File: config.mk
export PLATFORM = sky130hd
export DESIGN_NAME = dphy_hs_lane_sequencer
export DESIGN_NICKNAME = d
export VERILOG_FILES = /design/src/rtl/dphy_pkg.sv /design/src/rtl/dphy_phase_timer.sv /design/src/rtl/dphy_hs_lane_sequencer.sv
export SDC_FILE = /design/constraint.sdc
export NUM_CORES = 1
export LEC_CHECK = 0
export ABC_AREA = 1
export CORE_MARGIN = 1
export CORE_UTILIZATION = 47
export CTS_BUF_LIST = sky130_fd_sc_hd__clkbuf_4 sky130_fd_sc_hd__clkbuf_8 sky130_fd_sc_hd__clkbuf_16
export CTS_CLUSTER_SIZE = 30
export DETAILED_ROUTE_END_ITERATION = 10
export GPL_TIMING_DRIVEN = 0
export PLACE_DENSITY = 0.87
export SETUP_SLACK_MARGIN = 0.15
export SLEW_MARGIN = 10
export SYNTH_ARGS = -nofsm -noshare
export SYNTH_HDL_FRONTEND = slang
export SYNTH_SLANG_ARGS = --single-unit
File: constraint.sdc
create_clock -name clk -period 2.6 [get_ports clk]
set_clock_uncertainty 0.05 [all_clocks]
set_input_delay 0.52 -clock clk [delete_from_list [all_inputs] [get_ports clk]]
set_output_delay 0.52 -clock clk [all_outputs]
set_load 0.02 [all_outputs]
File: src/rtl/dphy_pkg.sv
// Shared D-PHY lane definitions: sequencer states, LP line codes and default widths/bytes.
package dphy_pkg;

    localparam int TW_DEFAULT = 5;
    localparam logic [7:0] SYNC_BYTE_DEFAULT = 8'hB8;

    typedef enum logic [2:0] {
        STOP,
        RQST,
        PREP,
        ZERO,
        SYNC,
        DATA,
        TRAIL,
        EXIT
    } lane_state_t;

    // LP codes are {lp_dp, lp_dn}
    localparam logic [1:0] LP11 = 2'b11;
    localparam logic [1:0] LP01 = 2'b01;
    localparam logic [1:0] LP00 = 2'b00;

endpackage

File: src/rtl/dphy_phase_timer.sv
// Phase timer shared by all timed lane states: counts from zero after clear, done at len-1.
module dphy_phase_timer #(
    parameter int TW = 5
) (
    input  logic          clk,
    input  logic          reset,
    input  logic          clear,
    input  logic [TW-1:0] len,
    output logic          done
);

    logic [TW-1:0] count_reg;

    // len is never zero here; the sequencer normalises it when latching
    assign done = (count_reg == (len - TW'(1)));

    always_ff @(posedge clk or posedge reset) begin
        if (reset) begin
            count_reg <= '0;
        end else if (clear) begin
            count_reg <= '0;
        end else if (!done) begin
            count_reg <= count_reg + TW'(1);
        end
    end

endmodule

File: src/rtl/dphy_hs_lane_sequencer.sv
// Per-lane D-PHY HS transmit sequencer: LP entry, HS leader, payload streaming, trail and exit.
module dphy_hs_lane_sequencer
    import dphy_pkg::*;
#(
    parameter int         TW        = TW_DEFAULT,
    parameter logic [7:0] SYNC_BYTE = SYNC_BYTE_DEFAULT
) (
    input  logic          clk,
    input  logic          reset,
    input  logic          tx_request_hs,
    input  logic [7:0]    tx_data,
    input  logic          tx_valid,
    output logic          tx_ready,
    input  logic [TW-1:0] t_lpx,
    input  logic [TW-1:0] t_prepare,
    input  logic [TW-1:0] t_zero,
    input  logic [TW-1:0] t_trail,
    input  logic [TW-1:0] t_exit,
    output logic          lp_dp,
    output logic          lp_dn,
    output logic          hs_en,
    output logic [7:0]    hs_data,
    output logic          stop_state,
    output logic          underrun
);

    lane_state_t   state_reg;
    logic [TW-1:0] lpx_reg, prep_reg, zero_reg, trail_reg, exit_reg;
    logic          window_reg;
    logic          last_bit_reg;
    logic [TW-1:0] phase_len;
    logic          phase_done;
    logic          phase_clear;

    function automatic logic [TW-1:0] norm_len(input logic [TW-1:0] n);
        return (n == '0) ? TW'(1) : n;
    endfunction

    // The byte window opens in SYNC so the first payload byte follows the leader with no gap.
    assign tx_ready = tx_request_hs & window_reg;

    always_comb begin
        phase_len = TW'(1);
        case (state_reg)
            RQST:    phase_len = lpx_reg;
            PREP:    phase_len = prep_reg;
            ZERO:    phase_len = zero_reg;
            TRAIL:   phase_len = trail_reg;
            EXIT:    phase_len = exit_reg;
            default: phase_len = TW'(1);
        endcase
    end

    // High exactly when the FSM changes state on the coming edge.
    always_comb begin
        phase_clear = 1'b0;
        case (state_reg)
            STOP:                         phase_clear = tx_request_hs;
            RQST, PREP, ZERO, TRAIL, EXIT: phase_clear = phase_done;
            SYNC:                         phase_clear = 1'b1;
            DATA:                         phase_clear = !tx_request_hs;
            default:                      phase_clear = 1'b1;
        endcase
    end

    dphy_phase_timer #(
        .TW(TW)
    ) u_phase_timer (
        .clk   (clk),
        .reset (reset),
        .clear (phase_clear),
        .len   (phase_len),
        .done  (phase_done)
    );

    always_ff @(posedge clk or posedge reset) begin
        if (reset) begin
            state_reg       <= STOP;
            {lp_dp, lp_dn}  <= LP11;
            hs_en           <= 1'b0;
            hs_data         <= 8'h00;
            stop_state      <= 1'b1;
            underrun        <= 1'b0;
            window_reg      <= 1'b0;
            last_bit_reg    <= SYNC_BYTE[7];
            lpx_reg         <= TW'(1);
            prep_reg        <= TW'(1);
            zero_reg        <= TW'(1);
            trail_reg       <= TW'(1);
            exit_reg        <= TW'(1);
        end else begin
            underrun <= 1'b0;
            case (state_reg)
                STOP: if (tx_request_hs) begin
                    state_reg      <= RQST;
                    {lp_dp, lp_dn} <= LP01;
                    stop_state     <= 1'b0;
                    lpx_reg        <= norm_len(t_lpx);
                    prep_reg       <= norm_len(t_prepare);
                    zero_reg       <= norm_len(t_zero);
                    trail_reg      <= norm_len(t_trail);
                    exit_reg       <= norm_len(t_exit);
                end
                RQST: if (phase_done) begin
                    state_reg      <= PREP;
                    {lp_dp, lp_dn} <= LP00;
                end
                PREP: if (phase_done) begin
                    state_reg <= ZERO;
                    hs_en     <= 1'b1;
                    hs_data   <= 8'h00;
                end
                ZERO: if (phase_done) begin
                    state_reg    <= SYNC;
                    hs_data      <= SYNC_BYTE;
                    last_bit_reg <= SYNC_BYTE[7];
                    window_reg   <= 1'b1;
                end
                SYNC, DATA: begin
                    if (tx_request_hs) begin
                        state_reg <= DATA;
                        if (tx_valid) begin
                            hs_data      <= tx_data;
                            last_bit_reg <= tx_data[7];
                        end else begin
                            underrun <= 1'b1;
                        end
                    end else begin
                        state_reg  <= TRAIL;
                        window_reg <= 1'b0;
                        hs_data    <= {8{~last_bit_reg}};
                    end
                end
                TRAIL: if (phase_done) begin
                    state_reg      <= EXIT;
                    hs_en          <= 1'b0;
                    hs_data        <= 8'h00;
                    {lp_dp, lp_dn} <= LP11;
                end
                EXIT: if (phase_done) begin
                    state_reg  <= STOP;
                    stop_state <= 1'b1;
                end
                default: state_reg <= STOP;
            endcase
        end
    end

endmodule

==> impl_metrics.toml <==
[routing]
routedWlPerCell_um = 15.4
num_vias = 2815
first_iter_violations = 349
routed_wl_um = 7800
vias_per_cell = 5.56
drtAntennaViolNets = 0
dr.pass1.iters = 5
drc = 0

[sta]
max-slew-margin-rel_pct = 63.8
worstMarginPinSlew_ps = 540
slew_viol_final = 0
timing.final.crit_share_pct = 102
post-route-min-period_ps = 2640
setup_violations = 9
hold_viol = 0
max_freq_ghz = 0.378
fin_ws_ps = -42.1
grt_setup_unrepaired = "yes"

[yosys]
yosys-top-cells-count = "nand2_1, dfrtp_1, nand3_1"
syn-num-nets = 387
ys_dominant_reg_cell = "dfrtp_1"
async_reset_ff_share_pct = 100
syn_area_per_cell_um2 = 7.91
seq_area_frac_synth_pct = 44.0
synthCells = 348
synth_top_cell_area_share_pct = 35.4
post-synth-top-area-cell = "dfrtp_1"
ys_top_cells_by_area = "dfrtp_1, nand2_1, dfstp_2"
yosys.cell_count.top_type = "nand2_1"
synth_area_um2 = 2750
yosys_warnings = 0
ys_seq_elements = 48
ys_types = 35
synth_edf_count = 0

[final_layout]
finalNetCount = 472
regArea_um2 = 1210
antenna_cells = 0
finalNonFillerCells = 506
finish.utilization_pct = 68.5
largest_register_ffs = 8
nFillCells = 409
top_register = "hs_data"
multi_input_area_um2 = 1440
final_layout_size_suffix_gt1_share_pct = 26.7
area_growth_pct = 38.6

[status]
status = "finished with violations"
failed_checks = "negative setup slack"

[die]
die_area_um2 = 6170
chipHeight_um = 78.5
initial_utilization_pct = 49.4
io_pins = 51
num_rows = 27
die_w_um = 78.5
design.core.area_um2 = 5570

[global_route]
grt_pass1_wl_um = 12100
grt_pass1_vias = 2579
grt_max_degree = 27
grt-ovfl-total = 0
antenna_found_initial = 0
grt_usage_pct = 25.6

[setup_path]
critPathTopFamily = "simple AND/OR/NAND/NOR gates"
worst-endpoint-required_ps = 2750
path_cells = "buf_8 -> inv_2 -> nand2_4 -> nor2_8 -> nand2_1 -> nand2_1 -> nor2_4 -> ha_4 -> xor2_1 -> nand2_1 -> nor2_2 -> nand2_2 -> nor2_4 -> nand2_4 -> nand2_4 -> nand3_4 -> buf_8 -> nand2_2 -> o21ai_2"
cpPeakStageDelay_ps = 390
worst-path-buf-inv = 3
worstSetupStartpointType = "register"
worstSetupEndpointType = "register"
worst-endpoint-arrival_ps = 2800
worst_path_max_delay_cell = "dfrtp_1"
critical_path.max_fanout = 7
critPathKind = "register to register"

[pwr]
irDropWorstVdd_mv = 0.548
p_sw_share_pct = 47.2
p_int_uw = 2860
power.leakage_uw = 0.00185
seq_power_share_pct = 25.3
combPwrFrac_pct = 65.7
p_sw_uw = 2560
p_per_area_nw_per_um2 = 1420
clock_power_share_pct = 9.1

[placed_design]
gp_congestion = 0.927
dp_cells = 471
hpwl_um = 4980
portBuffers = 50

[clocking]
cts-htree-levels = 2
cts_made_buffers = 5
root_buffer = "clkbuf_8"
clk_pin_slew_worst_paths_ps = 90
clock_path_buffers = 2
clk_latency_ps = 310
ctsHoldBuffers = 0
cts_tree = "built"
clock_sinks = 48

[hold_path]
hp-class = "register to register"

[flow_run]
cap_violations = 0
[layer usage]
layer / vias up / routed length, um / track usage (%)
met5: - / 0 / 0
met4: 0 / 415 / 13.5
met3: 56 / 540 / 3.95
met1: 1293 / 3010 / 31.4
li1: 1286 / - / -
met2: 180 / 3840 / 43.2
[final timing paths]
path,startpoint,to,slack [ps],cells past startpoint
max,state_reg[0],hs_data[6],-40,19
min,lp_dp,lp_dp,410,2
max reg2reg,state_reg[0],hs_data[6],-40,19
min reg2reg,lp_dp,lp_dp,410,2
max in group asynchronous,reset,lp_dn,1430,3
min in group asynchronous,reset,lpx_reg[4],490,2
[per-stage QoR]
stage / total power [uW] / TNS, ps / instance area [um2] / setup slack (ps) / hold WS (ps)
after floorplan: 3420 / 0 / 2770 / 144 / 392
after global routing: 5780 / -2680 / 3820 / -175 / 454
after CTS: 4990 / -45.2 / 3680 / -19.0 / 417
after detailed placement: 4120 / -1870 / 3380 / -151 / 403
final: 5420 / -231 / 3820 / -42.1 / 413
after global placement: 4010 / -348 / 3360 / -68.8 / 400
[logic make-up (layout without fill, tap and decap cells)]
logic type               after synthesis  count (layout)  share of synthesized area, %
flip-flops                            48              48                          44.0
XOR/XNOR                               5               5                          1.59
adder cells (fa/ha/maj)                2               2                         0.909
buffers and inverters                 41             127                          7.09
AND/OR/NAND/NOR                      210             210                          36.2
AO/OA/AOI/OAI                         42              42                          10.2
[worst reg2reg max path: stages, from the launching register on]
cell	delay, ps
dfrtp_1	390
buf_8	160
inv_2	90
nand2_4	90
nor2_8	140
nand2_1	70
nand2_1	100
nor2_4	60
ha_4	260
xor2_1	140
nand2_1	80
nor2_2	90
nand2_2	70
nor2_4	90
nand2_4	110
nand2_4	100
nand3_4	140
buf_8	190
nand2_2	60
o21ai_2	50
[what timing repair did]
action	in CTS	in global routing
endpoints found under the setup margin	22	22
setup buffers	14	12
gates cloned	1	0
pin swaps	9	3
endpoints found under the hold margin	0	0
resized for setup	18	17
[power by group through the flow]
stage               combinational [uW]  sequential (uW)  clock [uW]
floorplan                         2010             1410           0
global placement                  2680             1340           0
detailed placement                2760             1350           0
CTS                               3150             1340         499
global route                      3850             1400         533
finish                            3560             1370         492
[placed cells by master (no fill, tap or decap), types with 3 or more instances in the layout]
| cell | synthesis | final |
|---|---|---|
| a21oi_1 | 15 | 15 |
| a21oi_4 | 2 | 3 |
| buf_4 | 0 | 24 |
| buf_6 | 5 | 3 |
| buf_8 | 0 | 5 |
| clkbuf_1 | 3 | 3 |
| clkbuf_8 | 0 | 6 |
| clkdlybuf4s50_1 | 0 | 50 |
| dfrtp_1 | 39 | 38 |
| dfstp_2 | 9 | 9 |
| inv_1 | 25 | 23 |
| inv_2 | 5 | 7 |
| nand2_1 | 115 | 104 |
| nand2_2 | 9 | 16 |
| nand2_4 | 3 | 7 |
| nand3_1 | 31 | 30 |
| nand4_1 | 4 | 4 |
| nor2_1 | 25 | 22 |
| nor2_2 | 5 | 7 |
| nor2_4 | 4 | 5 |
| nor3_1 | 8 | 8 |
| o21ai_0 | 9 | 8 |
| o21ai_2 | 9 | 10 |
| xor2_1 | 4 | 4 |
[area by class of cell]
cell class              instances  area share [%]
flip-flops and latches         48            31.8
clock buffers                   6            2.16
multi-input cells             259            37.8
plain buffers                  10            2.65
clock inverters                 2           0.459
inverters                      31            3.11
well taps                      72            2.36
repair buffers                 78            19.7
Power figures use the tool's default switching activity.
